## src/rtl/fp_pkg.sv

```systemverilog
// Shared encodings for the pipelined FP units: rounding modes, flag bit positions,
// operand classes and the rounding-increment decision.
package fp_pkg;

  typedef enum logic [1:0] {
    RM_RNE = 2'd0,
    RM_RTZ = 2'd1,
    RM_RUP = 2'd2,
    RM_RDN = 2'd3
  } rm_e;

  localparam int FLG_INV = 3;
  localparam int FLG_OVF = 2;
  localparam int FLG_UNF = 1;
  localparam int FLG_INX = 0;
  localparam int FLG_W   = 4;

  typedef enum logic [2:0] {
    CLS_ZERO,
    CLS_SUB,
    CLS_NORM,
    CLS_INF,
    CLS_NAN
  } fp_class_e;

  function automatic fp_class_e fp_classify(input logic exp_ones, input logic exp_zero,
                                            input logic frac_zero);
    if (exp_ones) return frac_zero ? CLS_INF : CLS_NAN;
    if (exp_zero) return frac_zero ? CLS_ZERO : CLS_SUB;
    return CLS_NORM;
  endfunction

  function automatic logic round_inc(input rm_e mode, input logic sign, input logic guard,
                                     input logic sticky, input logic lsb);
    case (mode)
      RM_RNE:  return guard & (sticky | lsb);
      RM_RTZ:  return 1'b0;
      RM_RUP:  return (guard | sticky) & ~sign;
      default: return (guard | sticky) & sign;
    endcase
  endfunction

endpackage

```

## src/rtl/fp_round_pack.sv

```systemverilog
// Normalise, round, overflow/underflow resolve and pack a raw significand product.
// Purely combinational; timing and flow control belong to the instantiating pipeline.
module fp_round_pack
  import fp_pkg::*;
#(
  parameter int EXP_W = 8,
  parameter int MAN_W = 23
) (
  input  logic                   sign,
  input  logic [EXP_W+1:0]       exp_in,
  input  logic [2*MAN_W+1:0]     sig,
  input  logic [1:0]             rm,
  output logic [EXP_W+MAN_W:0]   z,
  output logic [FLG_W-1:0]       flags
);

  localparam int SIG_W = 2*MAN_W + 2;
  localparam logic [EXP_W+1:0] EXP_MAX = {2'b00, {EXP_W{1'b1}}};
  localparam logic [EXP_W+1:0] EXP_ONE = {{(EXP_W+1){1'b0}}, 1'b1};

  rm_e                mode;
  logic [SIG_W-1:0]   norm;
  logic [EXP_W+1:0]   exp_n;
  logic [EXP_W+1:0]   exp_r;
  logic [MAN_W:0]     mant;
  logic [MAN_W+1:0]   mant_r;
  logic [MAN_W-1:0]   frac;
  logic               guard;
  logic               sticky;
  logic               inc;
  logic               ovf;
  logic               unf;
  logic               to_inf;

  always_comb begin
    mode = rm_e'(rm);

    // Product of two 1.x significands lies in [1,4); bring the leading one to the MSB.
    norm  = sig[SIG_W-1] ? sig : {sig[SIG_W-2:0], 1'b0};
    exp_n = exp_in + {{(EXP_W+1){1'b0}}, sig[SIG_W-1]};

    mant   = norm[SIG_W-1:MAN_W+1];
    guard  = norm[MAN_W];
    sticky = |norm[MAN_W-1:0];

    inc    = round_inc(mode, sign, guard, sticky, mant[0]);
    mant_r = {1'b0, mant} + {{(MAN_W+1){1'b0}}, inc};
    exp_r  = exp_n + {{(EXP_W+1){1'b0}}, mant_r[MAN_W+1]};
    frac   = mant_r[MAN_W+1] ? mant_r[MAN_W:1] : mant_r[MAN_W-1:0];

    ovf    = $signed(exp_r) >= $signed(EXP_MAX);
    unf    = $signed(exp_r) <  $signed(EXP_ONE);
    to_inf = (mode == RM_RNE) | ((mode == RM_RUP) & ~sign) | ((mode == RM_RDN) & sign);

    z              = {sign, exp_r[EXP_W-1:0], frac};
    flags          = '0;
    flags[FLG_INX] = guard | sticky;

    if (ovf) begin
      z = to_inf ? {sign, {EXP_W{1'b1}}, {MAN_W{1'b0}}}
                 : {sign, {(EXP_W-1){1'b1}}, 1'b0, {MAN_W{1'b1}}};
      flags[FLG_OVF] = 1'b1;
      flags[FLG_INX] = 1'b1;
    end else if (unf) begin
      z = {sign, {(EXP_W+MAN_W){1'b0}}};
      flags[FLG_UNF] = 1'b1;
      flags[FLG_INX] = 1'b1;
    end
  end

endmodule

```

## src/rtl/fp_mult_pipe.sv

```systemverilog
// Three-stage IEEE-754-style multiplier (classify, multiply, round/pack), 3-cycle latency.
// Valid/ready throughout; a stalled output freezes every full stage and drops in_ready.
module fp_mult_pipe
  import fp_pkg::*;
#(
  parameter int EXP_W = 8,
  parameter int MAN_W = 23,
  parameter int TAG_W = 4
) (
  input  logic                 clk,
  input  logic                 rst,
  input  logic                 in_valid,
  output logic                 in_ready,
  input  logic [EXP_W+MAN_W:0] a,
  input  logic [EXP_W+MAN_W:0] b,
  input  logic [1:0]           rm,
  input  logic [TAG_W-1:0]     in_tag,
  output logic                 out_valid,
  input  logic                 out_ready,
  output logic [EXP_W+MAN_W:0] z,
  output logic [FLG_W-1:0]     flags,
  output logic [TAG_W-1:0]     out_tag
);

  localparam int W     = 1 + EXP_W + MAN_W;
  localparam int SIG_W = 2*MAN_W + 2;
  localparam logic [EXP_W+1:0] BIAS = {3'b000, {(EXP_W-1){1'b1}}};
  localparam logic [W-1:0]     QNAN = {1'b1, {EXP_W{1'b1}}, 1'b1, {(MAN_W-1){1'b0}}};

  typedef struct packed {
    logic               sign;
    logic [EXP_W-1:0]   ea;
    logic [EXP_W-1:0]   eb;
    logic [MAN_W:0]     ma;
    logic [MAN_W:0]     mb;
    logic [1:0]         rm;
    logic [TAG_W-1:0]   tag;
    logic               special;
    logic [W-1:0]       spec_z;
    logic [FLG_W-1:0]   spec_flg;
  } s1_t;

  typedef struct packed {
    logic               sign;
    logic [EXP_W+1:0]   exp;
    logic [SIG_W-1:0]   prod;
    logic [1:0]         rm;
    logic [TAG_W-1:0]   tag;
    logic               special;
    logic [W-1:0]       spec_z;
    logic [FLG_W-1:0]   spec_flg;
  } s2_t;

  s1_t              s1_d, s1_q;
  s2_t              s2_d, s2_q;
  logic             v1, v2, v3;
  logic             ld2, ld3;
  fp_class_e        cls_a, cls_b;
  logic             zero_a, zero_b;
  logic             nan_any, inf_any, zero_any;
  logic [W-1:0]     rp_z;
  logic [FLG_W-1:0] rp_flg;

  assign ld3       = ~v3 | out_ready;
  assign ld2       = ~v2 | ld3;
  assign in_ready  = ~v1 | ld2;
  assign out_valid = v3;

  // Stage 1: classify; subnormals count as zero, specials are resolved here and ride along.
  always_comb begin
    cls_a    = fp_classify(&a[W-2:MAN_W], ~|a[W-2:MAN_W], ~|a[MAN_W-1:0]);
    cls_b    = fp_classify(&b[W-2:MAN_W], ~|b[W-2:MAN_W], ~|b[MAN_W-1:0]);
    zero_a   = (cls_a == CLS_ZERO) | (cls_a == CLS_SUB);
    zero_b   = (cls_b == CLS_ZERO) | (cls_b == CLS_SUB);
    nan_any  = (cls_a == CLS_NAN) | (cls_b == CLS_NAN);
    inf_any  = (cls_a == CLS_INF) | (cls_b == CLS_INF);
    zero_any = zero_a | zero_b;

    s1_d          = '0;
    s1_d.sign     = a[W-1] ^ b[W-1];
    s1_d.ea       = a[W-2:MAN_W];
    s1_d.eb       = b[W-2:MAN_W];
    s1_d.ma       = {1'b1, a[MAN_W-1:0]};
    s1_d.mb       = {1'b1, b[MAN_W-1:0]};
    s1_d.rm       = rm;
    s1_d.tag      = in_tag;
    s1_d.special  = nan_any | inf_any | zero_any;

    if (nan_any | (inf_any & zero_any)) begin
      s1_d.spec_z            = QNAN;
      s1_d.spec_flg[FLG_INV] = 1'b1;
    end else if (inf_any) begin
      s1_d.spec_z = {s1_d.sign, {EXP_W{1'b1}}, {MAN_W{1'b0}}};
    end else if (zero_any) begin
      s1_d.spec_z = {s1_d.sign, {(EXP_W+MAN_W){1'b0}}};
    end
  end

  // Stage 2: full significand product and a signed biased exponent with headroom.
  always_comb begin
    s2_d          = '0;
    s2_d.sign     = s1_q.sign;
    s2_d.exp      = {2'b00, s1_q.ea} + {2'b00, s1_q.eb} - BIAS;
    s2_d.prod     = {{(MAN_W+1){1'b0}}, s1_q.ma} * {{(MAN_W+1){1'b0}}, s1_q.mb};
    s2_d.rm       = s1_q.rm;
    s2_d.tag      = s1_q.tag;
    s2_d.special  = s1_q.special;
    s2_d.spec_z   = s1_q.spec_z;
    s2_d.spec_flg = s1_q.spec_flg;
  end

  fp_round_pack #(
    .EXP_W (EXP_W),
    .MAN_W (MAN_W)
  ) u_round_pack (
    .sign   (s2_q.sign),
    .exp_in (s2_q.exp),
    .sig    (s2_q.prod),
    .rm     (s2_q.rm),
    .z      (rp_z),
    .flags  (rp_flg)
  );

  always_ff @(posedge clk or negedge rst) begin
    if (!rst) begin
      v1      <= 1'b0;
      v2      <= 1'b0;
      v3      <= 1'b0;
      s1_q    <= '0;
      s2_q    <= '0;
      z       <= '0;
      flags   <= '0;
      out_tag <= '0;
    end else begin
      if (in_ready) v1 <= in_valid;
      if (ld2)      v2 <= v1;
      if (ld3)      v3 <= v2;

      if (in_valid & in_ready) s1_q <= s1_d;
      if (ld2 & v1)            s2_q <= s2_d;
      if (ld3 & v2) begin
        z       <= s2_q.special ? s2_q.spec_z   : rp_z;
        flags   <= s2_q.special ? s2_q.spec_flg : rp_flg;
        out_tag <= s2_q.tag;
      end
    end
  end

endmodule

```

## config.mk

```make
export PLATFORM = sky130hd
export DESIGN_NAME = fp_mult_pipe
export DESIGN_NICKNAME = d
export VERILOG_FILES = /design/src/rtl/fp_pkg.sv /design/src/rtl/fp_round_pack.sv /design/src/rtl/fp_mult_pipe.sv
export SDC_FILE = /design/constraint.sdc
export NUM_CORES = 2
export LEC_CHECK = 0
export ABC_AREA = 0
export CAP_MARGIN = 40
export CORE_ASPECT_RATIO = 2
export CORE_UTILIZATION = 65
export CTS_CLUSTER_DIAMETER = 200
export CTS_CLUSTER_SIZE = 12
export DETAILED_ROUTE_END_ITERATION = 12
export HOLD_SLACK_MARGIN = 0.15
export PLACE_DENSITY = 0.82
export SLEW_MARGIN = 20
export SYNTH_ARGS = -nofsm -noshare
export SYNTH_HDL_FRONTEND = slang
export SYNTH_SLANG_ARGS = --single-unit
```

## constraint.sdc

```tcl
create_clock -name clk -period 12.1 [get_ports clk]
set_input_delay 2.42 -clock clk [delete_from_list [all_inputs] [get_ports clk]]
set_output_delay 2.42 -clock clk [all_outputs]
set_load 0.01 [all_outputs]
```

Yosys cells after proc, flatten, opt, wreduce, memory -nomap -nowiden
Cells that the tools add are included.
{"block": "classes", "eq_ne": 9, "div_mod_pow": 0, "muxes": 34, "multipliers": 1, "bitwise": 29, "shifts": 0, "n_lt_le_gt_ge": 2, "reduce_logical": 10, "add_sub_neg": 5}
{"operator": "$mux W32", "count": 4}
{"operator": "$reduce_or A23 Y1", "count": 3}
{"operator": "$mux W31", "count": 2}
{"operator": "$mul A24 B24 Y48", "count": 1}
{"operator": "$mux W48", "count": 1}
{"operator": "$mux W3", "count": 10}
{"operator": "$add A24 B1 Y25", "count": 1}
{"operator": "$mux W24", "count": 1}
{"operator": "$mux W23", "count": 1}
{"operator": "$add A10 B1 Y10", "count": 2}
{"operator": "$reduce_and A8 Y1", "count": 2}
{"operator": "$reduce_or A8 Y1", "count": 2}
{"operator": "$or A1 B1 Y1", "count": 15}
{"operator": "$mux W1", "count": 12}
{"operator": "$ge A10 B9 Y1 const B", "count": 1}
{"operator": "$lt A10 B2 Y1 const B", "count": 1}
{"operator": "$sub A9 B7 Y10 const B", "count": 1}
{"operator": "$add A8 B8 Y9", "count": 1}
{"operator": "$and A1 B1 Y1", "count": 9}
{"operator": "$eq A3 B1 Y1 const B", "count": 2}
{"operator": "$eq A3 B2 Y1 const B", "count": 2}
{"operator": "$eq A3 B3 Y1 const B", "count": 2}
{"operator": "$logic_not A3 Y1", "count": 2}
{"operator": "$eq A2 B2 Y1 const B", "count": 2}
{"operator": "other kinds (7)", "count": 10}
{"block": "totals", "register_bits": 247, "latch_bits": 0, "in_bits": 74, "mem_bits_ro": 0, "word_cells": 114, "out_inout_bits": 42, "n_memories": 0, "ram_bits": 0}

Logic depth before layout (Yosys ltp)
{"block": "logic_depth", "word_depth": 12, "mapped_depth": 26, "depth_no_buf": 25}

Cells and area by module
A second synthesis with hierarchy kept.
{"block": "unflattened", "hier_cells": 3290, "area_unflattened_um2": 28696.3}
{"module": "fp_mult_pipe", "seq_area_each_um2": 4654.5, "area_per_inst_um2": 26771.9, "cells_each": 3012, "n_inst": 1}
{"module": "fp_round_pack", "seq_area_each_um2": 0.0, "area_per_inst_um2": 1924.3, "cells_each": 278, "n_inst": 1}

Worst setup path after synthesis
No wires, ideal clock.
{"block": "synth_path", "path_type": "register to register", "start": "register s1_q[90] (netlist name)", "end": "register s2_q[84] (netlist name)", "slack_ns": 5.498, "stages_incl_launch_ff": 25, "period_less_slack_ns": 6.602, "setup_time_ns": 0.133, "arrival_ns": 6.469, "cell_sequence": "dfrtp_1 > clkbuf_1 > clkbuf_1 > and2_1 > fa_1 > fa_1 > inv_1 > fa_1 > fa_1 > inv_1 > fa_1 > fa_1 > inv_1 > fa_1 > inv_1 > ha_1 > a21oi_1 > o21ai_0 > nor2b_1 > o31a_1 > a41oi_1 > o21ai_0 > a31oi_1 > xor2_1 > o21ai_0"}
{"block": "synth_via", "elab_chain_len": 1}
{"item": "start: declaration", "line_no": "fp_mult_pipe.sv:54", "rtl": "s1_t s1_d, s1_q;"}
{"item": "start signal: assignment", "line_no": "fp_mult_pipe.sv:129", "rtl": "s1_q <= '0;"}
{"item": "start signal: assignment", "line_no": "fp_mult_pipe.sv:139", "rtl": "if (in_valid & in_ready) s1_q <= s1_d;"}
{"item": "$mul A24 B24 Y48", "line_no": "fp_mult_pipe.sv:104", "rtl": "s2_d.prod = {{(MAN_W+1){1'b0}}, s1_q.ma} * {{(MAN_W+1){1'b0}}, s1_q.mb};"}
{"item": "end signal: assignment", "line_no": "fp_mult_pipe.sv:130", "rtl": "s2_q <= '0;"}
{"item": "end signal: assignment", "line_no": "fp_mult_pipe.sv:140", "rtl": "if (ld2 & v1) s2_q <= s2_d;"}
{"item": "end: declaration", "line_no": "fp_mult_pipe.sv:55", "rtl": "s2_t s2_d, s2_q;"}
No other way between the ends.
A chain may end at the register's enable or synchronous reset.

Worst setup path after layout
{"block": "layout_path", "start": "register s1_q[74] (netlist name)", "end": "register s2_q[84] (netlist name)"}
Same word-level chain as after synthesis.

==> Flow_metrics.wiki <==
{| class="wikitable"
! Metric !! Value
|-
| Post-route design area || 30,700 sq um
|-
| Slew Limit Headroom || 36.4%
|-
| Post-layout nets || 3,820
|-
| Number of antenna violations at the first check in global routing || 1
|-
| Seq/Total Area, Yosys || 16.7%
|-
| Register Area || 4660 sq um
|-
| Worst Hold Class || reg -> reg
|-
| Post-synth top flop || dfrtp_1
|-
| Number of violations of the max-capacitance limit || 0
|-
| Max-slew violation count || 0
|-
| Fill cell total of the finished layout || 3,085
|-
| Wire length after detailed routing || 80,000 microns
|-
| Sum of negative setup slack || 0 ps
|-
| Global-route wire length before repair || 127,000 microns
|-
| Critical path capture point type || flop
|-
| Gates resized, CTS repair || 0
|-
| Length of the first detailed-routing pass in iterations || 7
|-
| Grt total ovfl || 0
|-
| Share of async-settable or async-resettable flops after synthesis || 100%
|-
| Total clock sinks || 186
|-
| Clock-pin slew on the worst setup and hold paths || 90 ps
|-
| Global routing usage summed across all routing layers || 39.0%
|-
| Total via count after detailed routing || 21,670
|-
| Clk_skew || 27.9 ps
|-
| Mapped cell area || 27,900 sq um
|-
| Flops & latches, synth || 186
|-
| Synthesized area per cell || 9.22 sq um
|-
| Startpoint types || flop
|-
| Io pins || 116
|-
| Cell accounting for the most synthesized area || fa_1
|-
| Die X || 149 microns
|-
| Vias in the first global route || 24,253
|-
| Maximum number of pins on one net before global-route repair || 88
|-
| Count of hold-fix buffers inserted at cts || 0
|-
| Yosys top cell area share || 34.7%
|-
| FP Rows || 107
|-
| Final routed wire length divided by cell count || 22.0 microns
|-
| Final critical-path setup slack || 4470 ps
|-
| Synthesized instance count || 3,031
|-
| Die span in y || 295 microns
|-
| Core Area || 42,400 sq um
|-
| Setup fix buffers added after clock tree synthesis || 0
|-
| Buffers from clock root to sink, at most || 2
|-
| Die ar. || 43,900 sq um
|-
| Final hold violations || 0
|-
| Critical path type || reg -> reg
|-
| Place WS || 4670 ps
|-
| Maximum level of the CTS H-tree || 4
|-
| Highest fanout seen on the critical path || 13
|-
| Growth of design area from synthesis to finish || 9.90%
|-
| Global placer's final weighted congestion || 0.943
|-
| Number of buffers inserted during clock tree synthesis || 17
|-
| Clock tree from TritonCTS || yes
|-
| Period minus WS final || 7630 ps
|-
| Required time of the critical path || 12,430 ps
|-
| Fraction of layout instances using a drive strength above 1 || 6.36%
|-
| Cell at the root of the clock tree || clkbuf_16
|-
| Antenna-violating nets left || 0
|-
| Arrival @ worst endpoint || 7960 ps
|-
| Vias per inst || 5.97
|-
| Synth cell types || 66
|-
| Outcome || finished clean
|-
| Maximum frequency from static timing analysis || 0.131 GHz
|-
| Register-to-register setup slack || 4470 ps
|-
| Final core utilization || 72.3%
|-
| Post-route clock period utilization || 63.0%
|-
| Slew at the pin closest to its max-slew limit || 945 ps
|-
| Number of enable flip-flop cells after synthesis || 0
|-
| RSZ-0062 raised after global routing || no
|-
| Iteration-0 DRC count of the detailed router || 1,401
|-
| PortBufs || 115
|-
| Setup violation total in the final timing report || 0
|-
| Multi-input gate area in the final layout || 20,600 sq um
|-
| DRC viols || 0
|-
| Initial core utilization || 65.8%
|-
| Post-DP HPWL || 63,900 microns
|-
| Area after detailed placement || 30,000 sq um
|-
| Post-Syn Nets || 3,782
|-
| Yosys synthesis warning count || 0
|-
| Leading post-synthesis cells by cell area || fa_1, dfrtp_1, ha_1
|-
| Clock Latency Late Sink || 470 ps
|}
-- registers in the layout (all words and copies together) (netlist names) --
name / count
z: 32
s2_q: 69
s1_q: 74
out_valid: 1
flags: 4
out_tag: 4
v2: 1
v1: 1
-- layout make-up --
type                       instances  share of cell area (%)
clock inverter                    14                   0.546
clock buffer                      18                    1.43
multi-input combinational       2120                    67.0
antenna                            1                 0.00815
sequential                       186                    15.2
timing repair buffer             177                    6.73
inverter                         567                    6.93
tap                              545                    2.22
-- worst max-delay path: stages, from the launching register on --
cell and delay (ps):
dfrtp_1 720, buf_8 240, nand2_1 90, fa_1 550, inv_1 50, fa_1 510
inv_1 60, fa_1 530, inv_1 50, fa_1 630, fa_1 490, fa_1 510
inv_1 60, fa_1 470, inv_1 40, ha_1 380, a21oi_1 150, o21ai_0 100
nor2b_1 160, o31a_1 300, a41oi_1 530, o21ai_0 340, a31oi_1 260, xor2_1 150
o21ai_0 80
-- stage by stage --
stage	hold slack, ps	instances
floorplan	433	3031
global placement	446	3553
detailed placement	454	3591
CTS	472	3623
global route	489	3628
finish	472	3628
-- worst paths after layout --
check / endpoint / cells after the start / start
min in group asynchronous: z[26]$_DFFE_PN0P_ / 1 / rst
setup / recovery: s2_q[84]$_DFFE_PN0P_ / 24 / s1_q[74]$_DFFE_PN0P_
hold / removal: s2_q[36]$_DFFE_PN0P_ / 2 / s1_q[36]$_DFFE_PN0P_
hold reg to reg: s2_q[36]$_DFFE_PN0P_ / 2 / s1_q[36]$_DFFE_PN0P_
setup reg to reg: s2_q[84]$_DFFE_PN0P_ / 24 / s1_q[74]$_DFFE_PN0P_
max in group asynchronous: s1_q[71]$_DFFE_PN0P_ / 3 / rst
-- cell families after synthesis --
| kind of cell | after synthesis | share of synthesized area (%) |
|---|---|---|
| AOI/OAI and AO/OA | 313 | 7.10 |
| xor gates and xnor gates | 86 | 2.70 |
| adders and majority gates | 677 | 43.3 |
| buffers and inverters | 725 | 9.81 |
| DFF | 186 | 16.7 |
| muxes | 97 | 3.82 |
| and+or+nand+nor | 947 | 16.6 |
-- cells in the mapped netlist (20+ instances only) --
master	number
xor2_1	41
nand3_1	26
mux2_2	77
clkbuf_1	147
and2_1	300
a21o_1	34
o21ai_0	90
inv_1	566
a21oi_1	87
dfrtp_1	186
fa_1	484
nor2_1	38
mux2i_1	20
nor4_1	23
nand4_1	22
nand2_1	475
xnor2_1	45
ha_1	193
-- placed cells by master (no fill, tap or decap), drive strengths merged, types with 3 or more instances in the layout --
cell type,netlist,final
inv,567,575
fa,484,484
nand2,477,477
and2,300,300
ha,193,193
dfrtp,186,186
clkdlybuf4s50,0,114
o21ai,109,109
a21oi,87,87
mux2,77,77
buf,11,59
xnor2,45,45
xor2,41,41
nor2,38,38
a21o,34,34
nand3,27,27
nor4,23,23
nand4,22,22
mux2i,20,20
clkbuf,147,20
nor2b,16,16
nand2b,14,14
and3,12,12
o21bai,11,11
a211oi,9,9
o31ai,8,8
nor3,8,8
o211ai,6,6
clkinv,0,6
a2111oi,6,6
a22o,5,5
a31oi,5,5
a221o,5,5
o22ai,3,3
or2,3,3
a311oi,3,3
a31o,3,3
-- per-layer routing --
layer	vias to the layer above	track usage (%)	share of wire [%]
met4	0	32.6	9.1
met3	381	5.85	6.8
met5	-	0	0
met2	1020	68.2	52
li1	9376	-	-
met1	10893	40.8	32
Power is not shown: default switching activity piles up to over one toggle a cycle in this logic, so the estimate is an artifact.
